**config.mk**
```make
export PLATFORM = sky130hd
export DESIGN_NAME = alu8_cmd_ctrl
export DESIGN_NICKNAME = d
export VERILOG_FILES = /design/src/rtl/alu8_cmd_ctrl.sv
export SDC_FILE = /design/constraint.sdc
export NUM_CORES = 1
export LEC_CHECK = 0
export ABC_CLOCK_PERIOD_IN_PS = 4200
export BUFFER_PORTS_ARGS = -buffer_cell sky130_fd_sc_hd__buf_4
export CORE_MARGIN = 1
export CORE_UTILIZATION = 25
export CTS_BUF_LIST = sky130_fd_sc_hd__clkbuf_2
export DETAILED_ROUTE_END_ITERATION = 10
export HOLD_SLACK_MARGIN = 0.08
export SLEW_MARGIN = 5
export SYNTH_ARGS = -nofsm -noshare
export SYNTH_HDL_FRONTEND = slang
export SYNTH_SLANG_ARGS = --single-unit
```
**constraint.sdc**
```tcl
create_clock -name clk -period 4.2 [get_ports clk]
set_input_delay 1.05 -clock clk [delete_from_list [all_inputs] [get_ports clk]]
set_output_delay 1.05 -clock clk [all_outputs]
set_load 0.1 [all_outputs]
```
**src/rtl/alu8_cmd_ctrl.sv**
```systemverilog
// Command queue and sequencer for an external combinational 8-bit ALU.
// Commands are queued, issued one at a time, and each captured result is held until downstream takes it.
module alu8_cmd_ctrl #(
    parameter int FIFO_DEPTH = 4
) (
    input  logic        clk,
    input  logic        rst,
    input  logic        cmd_valid,
    input  logic [31:0] cmd_data,
    output logic        cmd_ready,
    output logic [31:0] alu_cmd,
    input  logic [7:0]  alu_res,
    output logic        res_valid,
    output logic [7:0]  res_data,
    output logic        res_err,
    input  logic        res_ready,
    output logic        busy,
    output logic [15:0] cmd_count,
    output logic [1:0]  dbg_state
);

    localparam int AW = (FIFO_DEPTH > 1) ? $clog2(FIFO_DEPTH) : 1;

    typedef enum logic [1:0] {
        S_IDLE = 2'd0,
        S_EXEC = 2'd1,
        S_DONE = 2'd2
    } state_t;

    // Handshakes: a transfer happens on a rising edge where valid && ready are both high;
    // the producer holds its payload stable while valid is high and ready is low.

    logic [31:0]   fifo_mem [FIFO_DEPTH];
    logic [AW-1:0] wr_ptr_q, wr_ptr_d;
    logic [AW-1:0] rd_ptr_q, rd_ptr_d;
    logic [AW:0]   count_q, count_d;
    logic          full, empty, push, pop;
    logic [31:0]   head;

    state_t        state_q, state_d;
    logic [31:0]   alu_cmd_q, alu_cmd_d;
    logic          res_valid_q, res_valid_d;
    logic [7:0]    res_data_q, res_data_d;
    logic          res_err_q, res_err_d;
    logic [7:0]    last_result_q, last_result_d;
    logic [15:0]   cmd_count_q, cmd_count_d;

    assign full  = (count_q == (AW+1)'(FIFO_DEPTH));
    assign empty = (count_q == '0);
    assign head  = fifo_mem[rd_ptr_q];
    assign push  = cmd_valid && !full && !rst;
    assign pop   = (state_q == S_IDLE) && !empty;

    // Pointers wrap naturally because the depth is a power of two.
    always_comb begin
        wr_ptr_d = wr_ptr_q + AW'(push);
        rd_ptr_d = rd_ptr_q + AW'(pop);
        count_d  = count_q + (AW+1)'(push) - (AW+1)'(pop);
    end

    always_comb begin
        state_d       = state_q;
        alu_cmd_d     = alu_cmd_q;
        res_valid_d   = res_valid_q;
        res_data_d    = res_data_q;
        res_err_d     = res_err_q;
        last_result_d = last_result_q;
        cmd_count_d   = cmd_count_q;
        case (state_q)
            S_IDLE: begin
                if (!empty) begin
                    alu_cmd_d = head;
                    if (head[27]) begin
                        alu_cmd_d[15:8] = last_result_q;
                    end
                    state_d = S_EXEC;
                end
            end
            S_EXEC: begin
                res_data_d    = alu_res;
                last_result_d = alu_res;
                res_valid_d   = 1'b1;
                res_err_d     = (alu_cmd_q[31:28] == 4'd3) && (alu_cmd_q[7:0] == 8'h00);
                state_d       = S_DONE;
            end
            S_DONE: begin
                if (res_ready) begin
                    res_valid_d = 1'b0;
                    cmd_count_d = cmd_count_q + 16'd1;
                    state_d     = S_IDLE;
                end
            end
            default: state_d = S_IDLE;
        endcase
    end

    always_ff @(posedge clk) begin
        if (push) begin
            fifo_mem[wr_ptr_q] <= cmd_data;
        end
    end

    always_ff @(posedge clk) begin
        if (rst) begin
            state_q       <= S_IDLE;
            wr_ptr_q      <= '0;
            rd_ptr_q      <= '0;
            count_q       <= '0;
            alu_cmd_q     <= 32'h0;
            res_valid_q   <= 1'b0;
            res_data_q    <= 8'h00;
            res_err_q     <= 1'b0;
            last_result_q <= 8'h00;
            cmd_count_q   <= 16'h0000;
        end else begin
            state_q       <= state_d;
            wr_ptr_q      <= wr_ptr_d;
            rd_ptr_q      <= rd_ptr_d;
            count_q       <= count_d;
            alu_cmd_q     <= alu_cmd_d;
            res_valid_q   <= res_valid_d;
            res_data_q    <= res_data_d;
            res_err_q     <= res_err_d;
            last_result_q <= last_result_d;
            cmd_count_q   <= cmd_count_d;
        end
    end

    // Ready stays high during reset so upstream never sees a stale full flag.
    assign cmd_ready = rst || !full;
    assign alu_cmd   = alu_cmd_q;
    assign res_valid = res_valid_q;
    assign res_data  = res_data_q;
    assign res_err   = res_err_q;
    assign cmd_count = cmd_count_q;
    assign busy      = !empty || (state_q != S_IDLE);
    assign dbg_state = state_q;

endmodule

```
Word level (Yosys, flattened, before mapping)

Memory sizes are Yosys's and may differ from the RTL's. A register that Yosys moved wholly into a read port is not among the register bits.
Index checks and enable logic that the tools add are counted.

Register bits after elaboration: 67
Memories kept: 1
RAM bits: 128
Logic and storage cells: 49
Output and inout bits: 62
Input port bits: 44

Mux-type cells: 9
Bitwise gates (word level): 1
Reductions and logical operators: 18
Add/sub/neg operators: 5
Equality and inequality tests: 6

Memories:

| memory   | words | bits a word | rd ports | clocked after Yosys merged registers in | write ports | line | source |
|---|---|---|---|---|---|---|---|
| fifo_mem | 4     | 32          | 1        | 1                                       | 1           | 33   | `logic [31:0] fifo_mem [FIFO_DEPTH];` |

Operators by type and width:

| kind                                                 | count |
|---|---|
| adder 16 x 1 -> 16 bit (second input constant)       | 1 |
| zero test 8 bit                                      | 1 |
| 2-to-1 mux 8 bit                                     | 1 |
| AND reduction 2 bit                                  | 4 |
| 2-to-1 mux 2 bit                                     | 3 |
| case mux 2 bit (3 select lines)                      | 1 |
| adder 2 x 1 -> 2 bit                                 | 2 |
| equality test 4 x 2 -> 1 bit (second input constant) | 1 |
| logical AND 1 bit                                    | 4 |
| != test 2 bit (second input constant)                | 2 |
| nonzero test 2 bit                                   | 2 |
| adder 3 x 1 -> 3 bit                                 | 1 |
| equality test 3 bit (second input constant)          | 1 |
| zero test 1 bit                                      | 3 |
| zero test 3 bit                                      | 1 |
| 2-to-1 mux 1 bit                                     | 3 |
| subtractor 3 x 1 -> 3 bit                            | 1 |
| equality test 2 x 1 -> 1 bit (second input constant) | 1 |
| equality test 2 bit (second input constant)          | 1 |
| zero test 2 bit                                      | 1 |
| logical OR 1 bit                                     | 2 |
| case mux 1 bit (2 select lines)                      | 1 |
| NOT 1 bit                                            | 1 |

Logic depth before layout (Yosys ltp)

Depth in word-level cells: 6
Depth in mapped cells: 10
Gate-level depth less buffers: 10

Worst setup path before layout

Ideal clock, no wire load.

Path type: input port to flip-flop
Start: input rst
End: memory fifo_mem[1][0], enable pin
Data required time: 3.732 ns
Setup time: 0.468 ns
Stages on the path: 3
Arrival time: 3.895 ns
Setup slack: -0.163 ns
Path buffers: 1
Cells stage by stage: clkbuf_1 > nand3b_1 > nor3b_1

Word-level cells in the longest chain between the ends: 4

Ends and longest elaborated chain:

| element                                | line | source |
|---|---|---|
| start: declaration                     | 7    | `input logic rst,` |
| zero test 1 bit                        | 51   | `assign push = cmd_valid && !full && !rst;` |
| logical AND 1 bit                      | 51   |  |
| 2-to-1 mux 1 bit                       | 98   | `if (push) begin` |
| 2-to-1 mux 1 bit (implied by the code) | 99   | `fifo_mem[wr_ptr_q] <= cmd_data;` |
| end: declaration                       | 33   |  |

No other way between the ends.

Worst setup path after layout

Start: register count_q[1]
End: output cmd_ready

Word-level cells in the longest chain between the ends: 3

Ends and longest elaborated chain:

| element                  | line | source |
|---|---|---|
| start: declaration       | 36   | `logic [AW:0] count_q, count_d;` |
| start signal: assignment | 119  | `count_q <= count_d;` |
| equality test 3 bit      | 48   | `assign full = (count_q == (AW+1)'(FIFO_DEPTH));` |
| zero test 1 bit          | 130  | `assign cmd_ready = rst \|\| !full;` |
| logical OR 1 bit         | 130  |  |
| end: declaration         | 10   | `output logic cmd_ready,` |

No other way between the ends.

==> results.yml <==
outcome:
  status: "complete, no violations"
logic_synthesis:
  ys_ff_latch: 195
  synth_edf_count: 128
  ys_async_sr_fraction_pct: 0
  syn_area_mm2: 0.00732
  syn_avg_cell_area_um2: 14.9
  synthFlopType: "edfxtp_1"
  syn_inst: 491
  synthDistinctLibCells: 41
  yosysWarnings: 0
  synth_nets: 539
  synth_seq_area_share_pct: 70.8
pwr:
  total_power_mw: 5.88
  p_leak_nw: 3.04
  vdd_drop_max_uv: 549
  p_per_area_mw_per_mm2: 667
die:
  initial_core_util_pct: 25.4
  core_mm2: 0.0288
  boundaryPins: 106
  fp.dieW_um: 173
  dieArea_mm2: 0.0300
  die_h_um: 173
  std_cell_rows: 62
drt:
  drtIter0Drc: 295
  dr.pass1.iters: 4
  wirelength_um: 16100
  viasPerCell: 4.22
  ant_nets: 0
  vias: 4190
  drc: 0
  drt-wirelength-per-cell_um: 16.2
sta:
  finalCritPeriodShare_pct: 69.9
  period_needed_ps: 2930
  setup_viol: 0
  relSlewSlack_pct: 31.2
  max_freq_ghz: 0.341
  layout_setup_ws_ps: 1270
  skew_ps: 38.2
  final_hold_viol_count: 0
  slew_viol_final: 0
  worst_pin_slew_ps: 1030
  rsz0062_at_grt: "false"
cells_and_area:
  layout.nets: 643
  drive_above_1_share_pct: 31.1
  syn2layout_area_growth_pct: 20.5
worst_setup_path:
  path_buf_inv: 1
  worst_setup_path_end_kind: "output pin"
  crit_family: "simple AND/OR/NAND/NOR gates"
  max_stage_delay_ps: 430
  critPathArrivalTime_ps: 1880
  cp_max_fo: 5
  path_class: "register to output pin"
  crit_slowest_cell: "dfxtp_1"
  r2r-start: "count_q[1]$_SDFF_PP0_"
  path_cells: "nor2_1, nand2_1, or2_2, buf_4"
  crit_required_ps: 3150
  start_kind: "register"
  critPathLaunch: "count_q[1]$_SDFF_PP0_"
placement:
  gp_congestion: 0.720
  dp_hpwl_um: 10100
  portBuffers: 105
  dp_slack_ps: 1260
clock_network:
  clk_latency_ps: 740
  clkSinkCount: 195
  clk_path_buf_depth: 2
  cts_resized: 0
  cts_tree: "done"
  cts.root.buffer_cell: "clkbuf_2"
  numCtsBuffers: 17
  htreeDepth: 4
  path_clk_slew_ps: 270
  cts_setup_buffers: 0
  hold_buffers: 0
grt:
  grt_use_total_pct: 11.1
  grt_max_degree: 68
  grt_pass1_vias: 4222
  antenna_found_initial: 1
  grt_first_pass_wirelength_um: 24800
  grt-ovfl-total: 0
hold_path:
  hold_class: "register to register"
  min_from: "alu_cmd[20]$_SDFFE_PP0P_"
job:
  maxCapViolCount: 0
## tightest hold or removal path: stages, from the launching register on
cell	delay [ps]
dfxtp_1	370
nand2_1	50
a21oi_1	50
## metrics by stage
stage	hold slack, ps	area [um^2]	util, %	std cells	TNS, ps
finish	472	8820	30.6	994	0
CTS	378	8820	30.6	992	0
floorplan	522	7320	-	491	-9900
global placement	449	8550	29.7	960	0
detailed placement	450	8550	29.7	960	0
global route	346	8820	30.6	994	0
## synth_stat cells, types with 2 or more instances
library cell / count / area share [%]
a21oi_1: 42 / 2.9
inv_1: 5 / 0.26
or3b_2: 2 / 0.24
nor3b_1: 2 / 0.20
buf_1: 3 / 0.15
o21ai_0: 4 / 0.27
nor2b_1: 6 / 0.51
nand3_1: 5 / 0.34
nand4_1: 4 / 0.34
xnor2_1: 10 / 1.2
mux2_2: 2 / 0.31
buf_2: 6 / 0.41
xor2_1: 3 / 0.36
ha_1: 3 / 0.51
or4_1: 2 / 0.20
nor2_1: 27 / 1.4
dfxtp_1: 67 / 18
a211oi_1: 8 / 0.82
or3_1: 4 / 0.34
edfxtp_1: 128 / 52
nor3_1: 7 / 0.48
nand2_1: 75 / 3.8
nor4_1: 4 / 0.34
mux2i_1: 8 / 1.1
mux4_2: 32 / 9.8
clkbuf_1: 17 / 0.87
## final timing paths
check                             endpoint  slack [ps]  depth (start not counted)
setup / recovery                 cmd_ready        1270                          4
hold / removal    alu_cmd[20]$_SDFFE_PP0P_         470                          2
setup reg to reg     count_q[2]$_SDFF_PP0_        1810                         10
hold reg to reg   alu_cmd[20]$_SDFFE_PP0P_         470                          2
## logic make-up after synthesis
family	count (synthesis)	synth area share (%)
mux	42	11.2
compound gates	56	4.19
xor+xnor	13	1.56
flops	195	70.8
buf+inv	33	1.95
simple gates	148	9.47
fa+ha+maj	4	0.786
## layout make-up
class                           count  area [um^2]
Antenna cell                        2         5.00
Clock buffer                       18         90.1
Clock inverter                     14          178
Fill cell                        2886        20000
Inverter                            6         23.8
Multi-Input combinational cell    263         2020
Sequential cell                   195         5190
Tap cell                          384          480
Timing Repair Buffer              112          841
## flip-flops by register name, summed over array words and instances (netlist names)
register,cells
fifo_mem,128
res_err,1
last_result_q,8
dbg_state,2
cmd_count,16
wr_ptr_q,2
rd_ptr_q,2
res_valid,1
alu_cmd,32
count_q,3
## cells in the final DEF (no fill, tap or decap), types with 4 or more instances in the layout
cell and n:
edfxtp_1 128, buf_4 112, nand2_1 75, dfxtp_1 65, a21oi_1 42, mux4_2 32, nor2_1 27, clkbuf_2 18
xnor2_1 10, mux2i_1 8, a211oi_1 8, nor2b_1 6, inv_1 5, nor3_1 5, nand3_1 5, or3_1 4
nand4_1 4, o21ai_0 4, nor4_1 4
## per-layer routing
layer,share of wire [%],track usage (%),vias up
met5,0,0,-
met4,0.65,2.54,0
met3,4.9,3.41,6
met2,49,18.0,83
met1,46,14.5,2062
li1,-,-,2039
## where the power goes
part           switching (mW)  internal [mW]  leakage [nW]
Combinational            1.76          0.653          1.17
Clock                   0.677          0.300         0.158
Sequential              0.222           2.27          1.71
Power figures use the tool's default switching activity.
